**src/rtl/qspi_pkg.sv**
```systemverilog
// Shared types and helpers for the multi-lane SPI slave.
package qspi_pkg;

  typedef enum logic [1:0] {
    LANE_1 = 2'b00,
    LANE_2 = 2'b01,
    LANE_4 = 2'b10
  } lane_mode_t;

  typedef enum logic {
    IDLE  = 1'b0,
    SHIFT = 1'b1
  } qspi_state_t;

  localparam int unsigned StatusUnderrun = 0;
  localparam int unsigned StatusOverrun  = 1;
  localparam int unsigned StatusAbort    = 2;

  // Reserved encoding 2'b11 behaves as quad.
  function automatic lane_mode_t lanes_of(input logic [1:0] mode);
    lane_mode_t lm;
    case (mode)
      2'b00:   lm = LANE_1;
      2'b01:   lm = LANE_2;
      default: lm = LANE_4;
    endcase
    return lm;
  endfunction

endpackage

```
**src/rtl/qspi_slave_ctrl_if.sv**
```systemverilog
// Pad-side and host-side signal bundle of qspi_slave_ctrl.
interface qspi_slave_ctrl_if #(
  parameter int unsigned DATA_W = 8
);
  logic              cs_n;
  logic [1:0]        mode;
  logic [3:0]        mosi;
  logic [3:0]        miso;
  logic [3:0]        miso_oe;
  logic [DATA_W-1:0] tx_data;
  logic              tx_valid;
  logic              tx_ready;
  logic [DATA_W-1:0] rx_data;
  logic              rx_valid;
  logic              rx_ready;
  logic [2:0]        status;
  logic              status_clr;

  modport slave (
    input  cs_n, mode, mosi, tx_data, tx_valid, rx_ready, status_clr,
    output miso, miso_oe, tx_ready, rx_data, rx_valid, status
  );

  modport master (
    output cs_n, mode, mosi, tx_data, tx_valid, rx_ready, status_clr,
    input  miso, miso_oe, tx_ready, rx_data, rx_valid, status
  );
endinterface

```
**src/rtl/qspi_sync_fifo.sv**
```systemverilog
// Single-clock FIFO, async active-high reset; push is accepted when full if a pop happens too.
module qspi_sync_fifo #(
  parameter int unsigned WIDTH = 8,
  parameter int unsigned DEPTH = 4
) (
  input  logic             sclk,
  input  logic             reset,
  input  logic             push_i,
  input  logic [WIDTH-1:0] wdata_i,
  input  logic             pop_i,
  output logic [WIDTH-1:0] rdata_o,
  output logic             full_o,
  output logic             empty_o
);
  localparam int unsigned AW = $clog2(DEPTH);
  localparam logic [AW:0] PtrOne = 1;

  logic [WIDTH-1:0] mem_q [DEPTH];
  logic [AW:0]      wptr_q, rptr_q;
  logic             do_push, do_pop;

  assign empty_o = (wptr_q == rptr_q);
  assign full_o  = (wptr_q[AW] != rptr_q[AW]) && (wptr_q[AW-1:0] == rptr_q[AW-1:0]);
  assign do_pop  = pop_i & ~empty_o;
  assign do_push = push_i & (~full_o | do_pop);
  assign rdata_o = mem_q[rptr_q[AW-1:0]];

  always_ff @(posedge sclk or posedge reset) begin
    if (reset) begin
      wptr_q <= '0;
      rptr_q <= '0;
    end else begin
      if (do_push) wptr_q <= wptr_q + PtrOne;
      if (do_pop)  rptr_q <= rptr_q + PtrOne;
    end
  end

  always_ff @(posedge sclk) begin
    if (do_push) mem_q[wptr_q[AW-1:0]] <= wdata_i;
  end

endmodule

```
**src/rtl/qspi_slave_ctrl.sv**
```systemverilog
// 1/2/4-lane SPI slave with TX/RX FIFOs, all in the sclk domain.
// Define QSPI_SLV_MSB_FIRST_EN for MSB-first words (left shift); default is LSB-first.
module qspi_slave_ctrl
  import qspi_pkg::*;
#(
  parameter int unsigned DATA_W     = 8,
  parameter int unsigned FIFO_DEPTH = 4
) (
  input logic              sclk,
  input logic              reset,
  qspi_slave_ctrl_if.slave bus
);
  localparam int unsigned BeatW = $clog2(DATA_W);

  qspi_state_t       state_q, state_d;
  logic [BeatW-1:0]  beat_q, beat_d, last_beat;
  lane_mode_t        lane_q, lane_d, cur_lane;
  logic [DATA_W-1:0] shreg_q, shreg_d, src;
  logic [3:0]        miso_q, miso_d, oe_q, oe_d, lane_mask;
  logic [2:0]        lane_n;
  logic [2:0]        status_q, status_d, status_set;
  logic              frame_start, tx_pop, rx_push, host_pop;
  logic [DATA_W-1:0] tx_head;
  logic              tx_full, tx_empty, rx_full, rx_empty;

  qspi_sync_fifo #(
    .WIDTH(DATA_W),
    .DEPTH(FIFO_DEPTH)
  ) u_tx_fifo (
    .sclk   (sclk),
    .reset  (reset),
    .push_i (bus.tx_valid & ~tx_full),
    .wdata_i(bus.tx_data),
    .pop_i  (tx_pop),
    .rdata_o(tx_head),
    .full_o (tx_full),
    .empty_o(tx_empty)
  );

  qspi_sync_fifo #(
    .WIDTH(DATA_W),
    .DEPTH(FIFO_DEPTH)
  ) u_rx_fifo (
    .sclk   (sclk),
    .reset  (reset),
    .push_i (rx_push),
    .wdata_i(shreg_d),
    .pop_i  (bus.rx_ready),
    .rdata_o(bus.rx_data),
    .full_o (rx_full),
    .empty_o(rx_empty)
  );

  assign host_pop    = bus.rx_ready & ~rx_empty;
  // beat_q is held at 0 in IDLE, so 0 marks every frame boundary.
  assign frame_start = (beat_q == '0) && !bus.cs_n;
  assign cur_lane    = frame_start ? lanes_of(bus.mode) : lane_q;

  always_comb begin
    lane_n    = 3'd4;
    lane_mask = 4'b1111;
    last_beat = BeatW'(DATA_W / 4 - 1);
    case (cur_lane)
      LANE_1: begin
        lane_n    = 3'd1;
        lane_mask = 4'b0001;
        last_beat = BeatW'(DATA_W - 1);
      end
      LANE_2: begin
        lane_n    = 3'd2;
        lane_mask = 4'b0011;
        last_beat = BeatW'(DATA_W / 2 - 1);
      end
      default: ;
    endcase
  end

  always_comb begin
    state_d    = state_q;
    beat_d     = beat_q;
    lane_d     = lane_q;
    shreg_d    = shreg_q;
    miso_d     = miso_q;
    oe_d       = oe_q;
    status_set = '0;
    tx_pop     = 1'b0;
    rx_push    = 1'b0;
    src        = shreg_q;

    if (frame_start) begin
      lane_d                     = cur_lane;
      tx_pop                     = ~tx_empty;
      src                        = tx_empty ? '0 : tx_head;
      status_set[StatusUnderrun] = tx_empty;
    end

    if (!bus.cs_n) begin
      state_d = SHIFT;
      oe_d    = lane_mask;
`ifdef QSPI_SLV_MSB_FIRST_EN
      miso_d  = src[DATA_W-1 -: 4] >> (3'd4 - lane_n);
      shreg_d = (src << lane_n) | DATA_W'(bus.mosi & lane_mask);
`else
      miso_d  = src[3:0] & lane_mask;
      shreg_d = (src >> lane_n) | (DATA_W'(bus.mosi & lane_mask) << (DATA_W - lane_n));
`endif
      if (beat_q == last_beat) begin
        beat_d                    = '0;
        rx_push                   = 1'b1;
        status_set[StatusOverrun] = rx_full & ~host_pop;
      end else begin
        beat_d = beat_q + 1'b1;
      end
    end else begin
      state_d                 = IDLE;
      beat_d                  = '0;
      miso_d                  = '0;
      oe_d                    = '0;
      status_set[StatusAbort] = (state_q == SHIFT) && (beat_q != '0);
    end

    status_d = (bus.status_clr ? 3'b000 : status_q) | status_set;
  end

  always_ff @(posedge sclk or posedge reset) begin
    if (reset) begin
      state_q  <= IDLE;
      beat_q   <= '0;
      lane_q   <= LANE_1;
      shreg_q  <= '0;
      miso_q   <= '0;
      oe_q     <= '0;
      status_q <= '0;
    end else begin
      state_q  <= state_d;
      beat_q   <= beat_d;
      lane_q   <= lane_d;
      shreg_q  <= shreg_d;
      miso_q   <= miso_d;
      oe_q     <= oe_d;
      status_q <= status_d;
    end
  end

  assign bus.miso     = miso_q;
  assign bus.miso_oe  = oe_q;
  assign bus.status   = status_q;
  assign bus.tx_ready = ~tx_full;
  assign bus.rx_valid = ~rx_empty;

endmodule

```
**src/flat_wrapper.sv**
```systemverilog
// flat-port wrapper written by rule: the top's interface ports become plain ports
module qspi_slave_ctrl_flat import qspi_pkg::*;
#(
  parameter int unsigned DATA_W     = 8,
  parameter int unsigned FIFO_DEPTH = 4
)
  (sclk, reset, bus_cs_n, bus_mode, bus_mosi, bus_tx_data, bus_tx_valid, bus_rx_ready, bus_status_clr, bus_miso, bus_miso_oe, bus_tx_ready, bus_rx_data, bus_rx_valid, bus_status);
  qspi_slave_ctrl_if #(.DATA_W(DATA_W)) bus_i ();
  input logic sclk;
  input logic reset;
  input wire logic [$bits(bus_i.cs_n)-1:0] bus_cs_n;
  input wire logic [$bits(bus_i.mode)-1:0] bus_mode;
  input wire logic [$bits(bus_i.mosi)-1:0] bus_mosi;
  input wire logic [$bits(bus_i.tx_data)-1:0] bus_tx_data;
  input wire logic [$bits(bus_i.tx_valid)-1:0] bus_tx_valid;
  input wire logic [$bits(bus_i.rx_ready)-1:0] bus_rx_ready;
  input wire logic [$bits(bus_i.status_clr)-1:0] bus_status_clr;
  output wire logic [$bits(bus_i.miso)-1:0] bus_miso;
  output wire logic [$bits(bus_i.miso_oe)-1:0] bus_miso_oe;
  output wire logic [$bits(bus_i.tx_ready)-1:0] bus_tx_ready;
  output wire logic [$bits(bus_i.rx_data)-1:0] bus_rx_data;
  output wire logic [$bits(bus_i.rx_valid)-1:0] bus_rx_valid;
  output wire logic [$bits(bus_i.status)-1:0] bus_status;
  assign bus_i.cs_n = bus_cs_n;
  assign bus_i.mode = bus_mode;
  assign bus_i.mosi = bus_mosi;
  assign bus_i.tx_data = bus_tx_data;
  assign bus_i.tx_valid = bus_tx_valid;
  assign bus_i.rx_ready = bus_rx_ready;
  assign bus_i.status_clr = bus_status_clr;
  assign bus_miso = bus_i.miso;
  assign bus_miso_oe = bus_i.miso_oe;
  assign bus_tx_ready = bus_i.tx_ready;
  assign bus_rx_data = bus_i.rx_data;
  assign bus_rx_valid = bus_i.rx_valid;
  assign bus_status = bus_i.status;
  qspi_slave_ctrl #(.DATA_W(DATA_W), .FIFO_DEPTH(FIFO_DEPTH)) u_core (.sclk(sclk), .reset(reset), .bus(bus_i));
endmodule
```
**config.mk**
```make
export PLATFORM = sky130hd
export DESIGN_NAME = qspi_slave_ctrl_flat
export DESIGN_NICKNAME = d
export VERILOG_FILES = /design/src/rtl/qspi_pkg.sv /design/src/rtl/qspi_slave_ctrl_if.sv /design/src/rtl/qspi_sync_fifo.sv /design/src/rtl/qspi_slave_ctrl.sv /design/src/flat_wrapper.sv
export SDC_FILE = /design/constraint.sdc
export NUM_CORES = 1
export LEC_CHECK = 0
export ABC_CLOCK_PERIOD_IN_PS = 5750
export CAP_MARGIN = 15
export CORE_MARGIN = 3
export CORE_UTILIZATION = 45
export CTS_BUF_LIST = sky130_fd_sc_hd__clkbuf_8
export DETAILED_ROUTE_END_ITERATION = 8
export GPL_TIMING_DRIVEN = 0
export HOLD_SLACK_MARGIN = 0.05
export PLACE_DENSITY = 0.65
export SYNTH_ARGS = -nofsm -noshare
export SYNTH_HDL_FRONTEND = slang
export SYNTH_SLANG_ARGS = --single-unit
```
**constraint.sdc**
```tcl
create_clock -name sclk -period 5.75 [get_ports sclk]
set_clock_uncertainty 0.05 [all_clocks]
set_input_delay 1.15 -clock sclk [delete_from_list [all_inputs] [get_ports sclk]]
set_output_delay 1.15 -clock sclk [all_outputs]
set_load 0.02 [all_outputs]
```
==> results by group <==
Pwr
  • Power per Cell Area: between 400 and 500 nW/um^2
  • Sw Ratio: 0.3434
  • Peak supply drop: about 0.22 mV
  • Comb pwr share: 0.384
  • Leak: ~0.002 uW
  • Int Power: about 1600 uW
  • Reg power frac: 0.433
  • Clock power share: 0.183
  • Sw Pwr: roughly 800 uW

Synthesis
  • Distinct cells, synth: 55
  • Synth Area per Inst: 15.37 sq um
  • Mapped Area: between 4000 and 5000 sq um
  • Syn_nets: ~320
  • Warnings, synthesis: 0
  • Sequential share of the synthesized area: 0.6365
  • Seq cells post-synth: between 90 and 100
  • Post-synthesis cell count: 286

STA
  • Worst slew pin tran: 0.7915 ns
  • Final worst path period share: 0.5933
  • Final slew viol count: 0
  • Worst slew margin: 0.4717
  • Achievable clock frequency: 293.1 MHz
  • Setup TNS: 0 ns
  • Hold_ws: roughly 0.44 ns
  • Tmin final: 3.411 ns
  • PnR worst setup slack: approximately 2.3 ns
  • Number of hold violations in the final report: 0
  • Setup-failing EPs final: 0
  • RSZ-0062 raised after global routing: false

Worst setup path
  • Worst Setup End Kind: flop
  • R2R setup slack: 3.09 ns
  • Critical path required time: around 5.7 ns
  • R2r endpoint: u_core.u_rx_fifo.mem_q[1][6]
  • Element type at the critical path start: primary input
  • Worst Setup EP: u_core.u_rx_fifo.mem_q[1][6]
  • CP Max Fanout: 8
  • R2r startpoint: u_core.beat_q[0]
  • Worst setup startpoint: bus_cs_n
  • WP data arrival: between 3 and 4 ns
  • Worst reg2reg path depth: 7
  • Crit Path Class: primary input to flop

CTS
  • CTS root buf: clkbuf_8
  • TritonCTS buffer count: 9
  • CTS tree: yes
  • Clock Pin Slew Worst Setup and Hold Paths: around 0.10 ns
  • Setup Fix Bufs, Post-CTS: 0
  • Hold_buf cts: 0
  • CTS sink cnt: 99
  • Clk_lat worst skew: 0.36 ns
  • Maximum clock path buffer count: 2
  • H-tree level count: 3
  • Post-cts sizing count: 0

Finish
  • Most frequent cells in the layout: edfxtp_1, clkdlybuf4s50_1, dfrtp_1
  • Inserted Diodes: 0
  • Area Overhead vs Synth: 17.79%
  • Most common cell after layout, fill and taps aside: edfxtp_1
  • Nets: 370
  • Share of layout cells above drive strength 1: 0.1778
  • Fin area: ~5200 sq um

Outcome
  • Outcome: complete, no violations

Flow run
  • Maxcap violations: 0

Routing
  • Via density: a little over 5
  • Initial DRT Pass Iterations: 4
  • # DRC: 0
  • DRT Wirelength: around 8000 um
  • Via count: ~2,400
  • Routed wire per std cell: between 15 and 20 um
  • DRT iter0 DRCs: a little over 100
  • Final ANT Viol Nets: 0

GRT
  • Antenna violations before repair: 0
  • Total grt overflow: 0
  • Tot GR Track Use: 0.1559
  • Vias in the first global route: 2,554
  • Pin count of the biggest net entering global routing: 19
  • Global-route wire length before repair: around 13,000 um

Die
  • Die Area: around 11,000 sq um
  • Die width: 104.8 um
  • Area of the core: between 9000 and 10,000 sq um
  • Row cnt: 35
  • I/O pin count: 41
  • Initial Utilization: 0.4690
  • Die H: between 100 and 150 um

Placement
  • IO Port Bufs: 40
  • Pre-CTS WS: roughly 1.9 ns
  • GPL Wtd Cong: 0.7781
  • DP HPWL: approximately 5800 um
  • Placement Cell Area: around 5000 sq um

Worst hold path
  • Hold WC Path Type: flop to flop
[worst min path at each step]
| stage | slack, ns | to | cells after the start | from |
|---|---|---|---|---|
| 6_report | 0.44 | u_core.u_rx_fifo.wptr_q[2] | 1 | u_core.u_rx_fifo.wptr_q[2] |
| 5_1_grt | 0.46 | u_core.u_rx_fifo.wptr_q[2] | 1 | u_core.u_rx_fifo.wptr_q[2] |
| 4_1_cts | 0.45 | u_core.u_rx_fifo.wptr_q[2] | 1 | u_core.u_rx_fifo.wptr_q[2] |
| 3_5_place_dp | 0.44 | u_core.u_rx_fifo.rptr_q[2] | 1 | u_core.u_rx_fifo.rptr_q[2] |
| 3_3_place_gp | 0.43 | u_core.beat_q[0] | 1 | u_core.beat_q[0] |
| 2_1_floorplan | 0.40 | u_core.beat_q[0] | 1 | u_core.beat_q[0] |
[sequential cells by signal (all words and copies together) (netlist names)]
register                 flops
u_core.u_rx_fifo.mem_q      32
u_core.u_tx_fifo.mem_q      32
u_core.shreg_q               8
u_core.bus.miso              4
u_core.beat_q                3
u_core.bus.miso_oe           3
u_core.bus.status            3
u_core.u_rx_fifo.rptr_q      3
u_core.u_rx_fifo.wptr_q      3
u_core.u_tx_fifo.rptr_q      3
u_core.u_tx_fifo.wptr_q      3
u_core.lane_q                2
[power groups by stage]
stage | Sequential (uW) | Clock (uW) | Combinational, uW
2_1_floorplan | 1040 | 0 | 653
3_3_place_gp | 1050 | 0 | 920
3_5_place_dp | 1060 | 0 | 937
4_1_cts | 1040 | 455 | 943
5_1_grt | 1060 | 480 | 1010
6_report | 1040 | 439 | 923
[layer usage]
layer	vias up	wire length [um]	track usage
met5	-	0	0
met4	0	72	0.04311
met3	7	201	0.03582
met2	30	4189	0.2727
met1	1197	3537	0.1944
li1	1149	-	-
[area by class of cell]
cell class	count	area, sq um
Buffer	10	73.82
Clock buffer	9	123.9
Clock inverter	7	68.82
Fill cell	800	4194
Inverter	20	75.07
Multi-Input combinational cell	157	1449
Sequential cell	99	2798
Tap cell	129	161.4
Timing Repair Buffer	41	427.9
[cell families (layout without fill, tap and decap cells)]
kind of cell,Yosys count,after routing,share of synthesized area
flip-flops,99,99,0.6365
AND/OR/NAND/NOR,66,66,0.08227
AO/OA/AOI/OAI,34,34,0.06519
buffers and inverters,30,87,0.03387
multiplexers,27,27,0.1087
XOR/XNOR,18,18,0.03928
adder cells (fa/ha/maj),12,12,0.03416
[synthesized netlist by cell type, drive strengths merged]
| cell type | number | area (sq um) |
|---|---|---|
| a211o | 1 | 8.760 |
| a21boi | 1 | 7.510 |
| a21oi | 3 | 15.01 |
| a221o | 4 | 40.04 |
| a22o | 3 | 26.28 |
| a22oi | 2 | 15.01 |
| a2bb2oi | 1 | 8.760 |
| a31oi | 3 | 40.04 |
| and2 | 8 | 52.55 |
| and3 | 2 | 12.51 |
| buf | 9 | 70.06 |
| clkbuf | 1 | 3.750 |
| dfrtp | 35 | 875.8 |
| edfxtp | 64 | 1922 |
| ha | 12 | 150.1 |
| inv | 20 | 75.07 |
| mux2 | 7 | 90.08 |
| mux2i | 5 | 50.05 |
| mux4 | 15 | 337.8 |
| nand2 | 20 | 75.07 |
| nand2b | 3 | 18.77 |
| nand3 | 3 | 15.01 |
| nor2 | 12 | 52.55 |
| nor2b | 3 | 18.77 |
| nor3 | 6 | 40.04 |
| nor3b | 2 | 26.28 |
| nor4 | 2 | 12.51 |
| o211ai | 2 | 28.78 |
| o21a | 1 | 7.510 |
| o21ai | 7 | 35.03 |
| o22ai | 2 | 12.51 |
| o311ai | 1 | 8.760 |
| o31ai | 1 | 7.510 |
| o32ai | 2 | 25.03 |
| or2 | 2 | 12.52 |
| or2b | 1 | 7.510 |
| or3 | 1 | 6.260 |
| or3b | 1 | 11.26 |
| xnor2 | 11 | 111.4 |
| xor2 | 7 | 61.31 |
[per-stage QoR]
step,power (uW),util,std cells
2_1_floorplan,1696,-,286
6_report,2400,0.5525,472
5_1_grt,2551,0.5525,472
3_5_place_dp,1992,0.5319,456
4_1_cts,2438,0.5525,472
3_3_place_gp,1968,0.5290,455
[worst max-delay path, stage by stage]
cell and delay (ns):
clkdlybuf4s50_1 0.57, or3b_4 0.47, or2_1 0.29, nor2_4 0.15, o211ai_4 0.12, nor2_1 0.59
(Power assumes the default switching activity.)
